`src/rtl/fft_agu.sv`:
```
// Address generator for an in-place radix-2 DIT FFT: butterfly issue, stage sequencing, write-back drain.
// Define FFT_AGU_WB_CHECK_EN to enable the sticky write-back count error flag (wb_err tied low otherwise).
module fft_agu #(
  parameter int N             = 32,
  parameter int address_width = $clog2(N),
  parameter int stage_width   = $clog2(address_width) + 1
) (
  input  logic                     clk,
  input  logic                     reset,
  input  logic                     start,
  input  logic                     stall,
  input  logic                     wb_valid,
  output logic                     o_valid,
  output logic [address_width-1:0] rd_address1,
  output logic [address_width-1:0] rd_address2,
  output logic [address_width-2:0] twiddle_index,
  output logic [stage_width-1:0]   stage,
  output logic                     busy,
  output logic                     done,
  output logic                     wb_err
);
  localparam int KW = address_width - 1;

  localparam logic [1:0] IDLE  = 2'd0;
  localparam logic [1:0] ISSUE = 2'd1;
  localparam logic [1:0] DRAIN = 2'd2;
  localparam logic [1:0] DONE  = 2'd3;

  localparam logic [KW-1:0]            K_LAST  = KW'(N/2 - 1);
  localparam logic [address_width-1:0] WB_FULL = address_width'(N/2);
  localparam logic [stage_width-1:0]   S_LAST  = stage_width'(address_width - 1);

  logic [1:0]               state;
  logic [KW-1:0]            k;
  logic [address_width-1:0] wb_cnt;
  logic                     wb_count_en;

  assign o_valid     = (state == ISSUE) && !stall;
  assign busy        = (state != IDLE);
  assign done        = (state == DONE);
  assign wb_count_en = wb_valid && ((state == ISSUE) || (state == DRAIN));

  always_ff @(posedge clk) begin
    if (reset) begin
      state  <= IDLE;
      k      <= '0;
      stage  <= '0;
      wb_cnt <= '0;
    end else begin
      // saturate so stray strobes cannot wrap the count back below N/2
      if (wb_count_en && (wb_cnt != WB_FULL)) wb_cnt <= wb_cnt + 1'b1;
      case (state)
        IDLE: if (start) begin
          state  <= ISSUE;
          k      <= '0;
          stage  <= '0;
          wb_cnt <= '0;
        end
        ISSUE: if (o_valid) begin
          k <= k + 1'b1;
          if (k == K_LAST) state <= DRAIN;
        end
        DRAIN: if (wb_cnt == WB_FULL) begin
          if (stage != S_LAST) begin
            stage  <= stage + 1'b1;
            k      <= '0;
            wb_cnt <= '0;
            state  <= ISSUE;
          end else begin
            state <= DONE;
          end
        end
        default: state <= IDLE;
      endcase
    end
  end

  // butterfly k of stage s: group k>>s, offset k mod 2^s, partner 2^s above
  logic [address_width-1:0] kx, half, pos, grp, a1, tw_full;
  logic [stage_width-1:0]   tw_shift;

  always_comb begin
    kx            = {1'b0, k};
    half          = address_width'(1) << stage;
    pos           = kx & (half - 1'b1);
    grp           = kx >> stage;
    a1            = (grp << (stage + 1'b1)) | pos;
    tw_shift      = S_LAST - stage;
    tw_full       = pos << tw_shift;
    rd_address1   = '0;
    rd_address2   = '0;
    twiddle_index = '0;
    if (busy) begin
      rd_address1   = a1;
      rd_address2   = a1 + half;
      twiddle_index = tw_full[address_width-2:0];
    end
  end

`ifdef FFT_AGU_WB_CHECK_EN
  always_ff @(posedge clk) begin
    if (reset)
      wb_err <= 1'b0;
    else if (wb_valid && ((state == IDLE) || (wb_count_en && (wb_cnt == WB_FULL))))
      wb_err <= 1'b1;
  end
`else
  assign wb_err = 1'b0;
`endif

endmodule

```
`config.mk`:
```
export PLATFORM = sky130hd
export DESIGN_NAME = fft_agu
export DESIGN_NICKNAME = d
export VERILOG_FILES = /design/src/rtl/fft_agu.sv
export SDC_FILE = /design/constraint.sdc
export NUM_CORES = 1
export LEC_CHECK = 0
export CAP_MARGIN = 30
export CORE_ASPECT_RATIO = 1.75
export CORE_MARGIN = 3
export CORE_UTILIZATION = 55
export CTS_BUF_LIST = sky130_fd_sc_hd__clkbuf_2
export DETAILED_ROUTE_END_ITERATION = 16
export PLACE_DENSITY = 0.83
export SETUP_SLACK_MARGIN = 0.4
export SLEW_MARGIN = 10
export SYNTH_ARGS = -nofsm -noshare
export SYNTH_HDL_FRONTEND = slang
export SYNTH_SLANG_ARGS = --single-unit
export TNS_END_PERCENT = 30
```
`constraint.sdc`:
```
create_clock -name clk -period 4.5 [get_ports clk]
set_input_delay 0.675 -clock clk [delete_from_list [all_inputs] [get_ports clk]]
set_output_delay 0.675 -clock clk [all_outputs]
set_load 0.005 [all_outputs]
```
==> results.md <==
- Run status: finished clean
- Max incr delay on CP: 0.42 ns
- Diode count: 0
- CP dominant cell by count: ha_1
- Chip width: 45.7 µm
- Fillers: 179
- Port Buffers: 25
- Via Count: 1,493
- Seq pwr share: 0.300
- Dpl cells: 236
- Hold crit path type: reg2reg
- WL/cell: 16.2 µm
- Worst Tran Pin Value: 0.613 ns
- Cell Rows: 24
- Core ar.: 2550 µm²
- Final wirelength: 3970 µm
- Post-synth EDFFs: 0
- DRT Pass-1 Iters: 4
- Setup crit end kind: output port
- Io pins: 27
- Netlist cell types: 48
- First-pass GRT wire length: 6200 µm
- CTS Buffer Depth: 2
- Final Max Slew Viols: 0
- Leakage: 0.000762 µW
- Layout Cells excl Fill: 245
- Arr. time, crit path: 3.26 ns
- Combinational Power Share: 0.583
- CP delay by family, top: adder cells
- Slew margin rel.: 0.590
- Sw Share: 0.448
- VDD IR-drop max: 0.267 mV
- Gr ovfl total: 0
- Routability Congestion: 0.866
- Internal Power: 296 µW
- Initial core utilization: 0.595
- Vias per cell: 6.09
- Seq cells post-synth: 15
- Post-DP HPWL: 3020 µm
- Sum Neg Setup Slack: 0 ns
- Initial antenna violation count: 0
- Crit start category: register
- Setup WS post-layout: 0.561 ns
- Critical path class: reg2out
- Final net count: 245
- Worst skew pair latency: 0.27 ns
- Clock Sinks: 15
- Commonest non-fill, non-tap cell in the layout: clkdlybuf4s50_1
- Ys async rst share: 0
- Sequential fraction of the synthesis area: 0.198
- Syn_area_per_cell: 7.82 µm²
- Setup Slack @ Placement: 0.331 ns
- Worst Path Max Fanout: 12
- Number of hold buffers added after CTS: 0
- Final period utilization: 0.875
- CTS tree: yes
- FMAX: 254 MHz
- Final setup violating endpoints: 0
- DRT iter0 DRCs: 40
- Tot GR Track Use: 0.240
- CP required: 3.83 ns
- Routed Antenna Nets: 0
- Worst-path cell chain: buf_4 -> ha_1 -> nand2_1 -> ha_1 -> xor2_1 -> and2_1 -> o21bai_1 -> ha_1 -> a21o_1 -> a21oi_2 -> xnor2_1 -> or3_1 -> a21oi_1 -> dlygate4sd2_1
- Num CTS Buffers: 3
- Final instance area: 1870 µm²
- Placed inst area: 1770 µm²
- RSZ-0062 raised after global routing: yes
- Syn nets: 219
- DIE HEIGHT: 75.5 µm
- Area of the die: 3450 µm²
- Crit path buffers/inverters: 2
- Worst-path clk slew: 0.14 ns
- Vias in the first global route: 1,433
- Final hold viol count: 0
- Post-Syn Area: 1520 µm²
- Critical path's slowest cell: dfxtp_4
- Flop2flop setup slack: 2.25 ns
- Clock skew: 0.00272 ns
- Share of cells above drive strength 1: 0.146
- Fin crit period: 3.94 ns
- Residual DRC count: 0
- P&R area growth vs syn: 23.0%
- Post-synth top flop: dfxtp_1
- Switching power total: 240 µW
- Number of max-cap violations: 0
- Post-layout util: 0.731
- Largest net degree at the start of global routing: 17
- Synth Instances: 194
- Synth warnings: 0
- Clock share of power: 0.117
- H-tree Lvls: 1
- CTS root buf: clkbuf_2
- Most frequent cells in the layout: clkdlybuf4s50_1 (24), nand2_1 (18), ha_1 (18)
- Power per Cell Area: 287 nW/µm²
==> state kept, by name (all words and copies together) (netlist names) <==
signal / cells
k: 4
stage: 4
state: 2
wb_cnt: 5
==> power groups by stage <==
stage / clock network [µW] / logic [µW] / registers [µW]
finish: 62.7 / 312 / 161
global route: 70.4 / 344 / 163
CTS: 65.6 / 305 / 160
detailed placement: 0 / 297 / 163
global placement: 0 / 281 / 163
floorplan: 0 / 213 / 158
==> what timing repair did <==
item / in CTS / in global routing
setup endpoints to repair: 2 / 1
pin swaps: 1 / 2
buffers inserted: 5 / 0
resized for setup: 11 / 6
==> layer usage <==
| layer | global-route usage | vias to the layer above | wire length [µm] | share of wire |
|---|---|---|---|---|
| met5 | 0 | - | 0 | 0 |
| met4 | 0.117 | 0 | 78 | 0.020 |
| met3 | 0.0236 | 7 | 95 | 0.024 |
| met2 | 0.476 | 36 | 2320 | 0.58 |
| met1 | 0.229 | 714 | 1480 | 0.37 |
| li1 | - | 736 | - | - |
==> cells in the mapped netlist (3+ instances only) <==
| cell type | count | area (µm²) |
|---|---|---|
| nand2_1 | 18 | 67.6 |
| nor4_1 | 3 | 18.8 |
| a31oi_1 | 3 | 18.8 |
| nor3b_1 | 3 | 22.5 |
| nand2b_1 | 4 | 25.0 |
| a21oi_1 | 9 | 45.0 |
| clkbuf_1 | 8 | 30.0 |
| xnor2_1 | 3 | 26.3 |
| a221oi_1 | 3 | 26.3 |
| nand3_1 | 8 | 40.0 |
| dfxtp_1 | 15 | 300 |
| inv_1 | 12 | 45.0 |
| ha_1 | 19 | 238 |
| nor2b_1 | 5 | 31.3 |
| xor2_1 | 8 | 70.1 |
| a2bb2oi_1 | 3 | 26.3 |
| nor3_1 | 7 | 35.0 |
| o21ai_0 | 8 | 40.0 |
| nor2_1 | 13 | 48.8 |
| and2_1 | 6 | 37.5 |
==> worst paths after layout <==
| kind | start | to | cells past startpoint |
|---|---|---|---|
| worst max-delay path | stage[0]$_SDFFE_PP0P_ | rd_address2[4] | 14 |
| worst min-delay path | stage[0]$_SDFFE_PP0P_ | stage[0]$_SDFFE_PP0P_ | 2 |
| worst max register to register | state[0]$_SDFFE_PP0P_ | k[3]$_SDFFE_PP0P_ | 7 |
| worst min register to register | stage[0]$_SDFFE_PP0P_ | stage[0]$_SDFFE_PP0P_ | 2 |
==> logic make-up (layout without fill, tap and decap cells) <==
group	after synthesis	in the layout	share of synthesized area
AO/OA/AOI/OAI	40	40	0.190
XOR/XNOR	11	11	0.0635
adder cells (fa/ha/maj)	20	20	0.170
buffers and inverters	25	50	0.0717
flip-flops	15	15	0.198
multiplexers	2	2	0.0140
other	1	1	0.00247
AND/OR/NAND/NOR	80	80	0.291
==> worst min-delay path, cell delays in order (launching register included) <==
cell     delay [ns]
dfxtp_4        0.40
nand2_1        0.06
a21oi_1        0.05
==> cell type report <==
cell class	instances	area, µm²	area share
clock buffers	3	15.0	0.00804
clock inverters	1	5.00	0.00268
inverters	12	45.0	0.0241
multi-input cells	154	1140	0.613
flip-flops and latches	15	309	0.166
well taps	26	32.5	0.0174
repair buffers	34	317	0.170
==> per-stage QoR <==
step	total power, µW	hold slack (ns)
final	536	0.534
after CTS	530	0.521
after floorplan	370	0.483
after global routing	577	0.553
after global placement	444	0.516
after detailed placement	460	0.522
No activity file was read; power rests on OpenSTA's default activity.
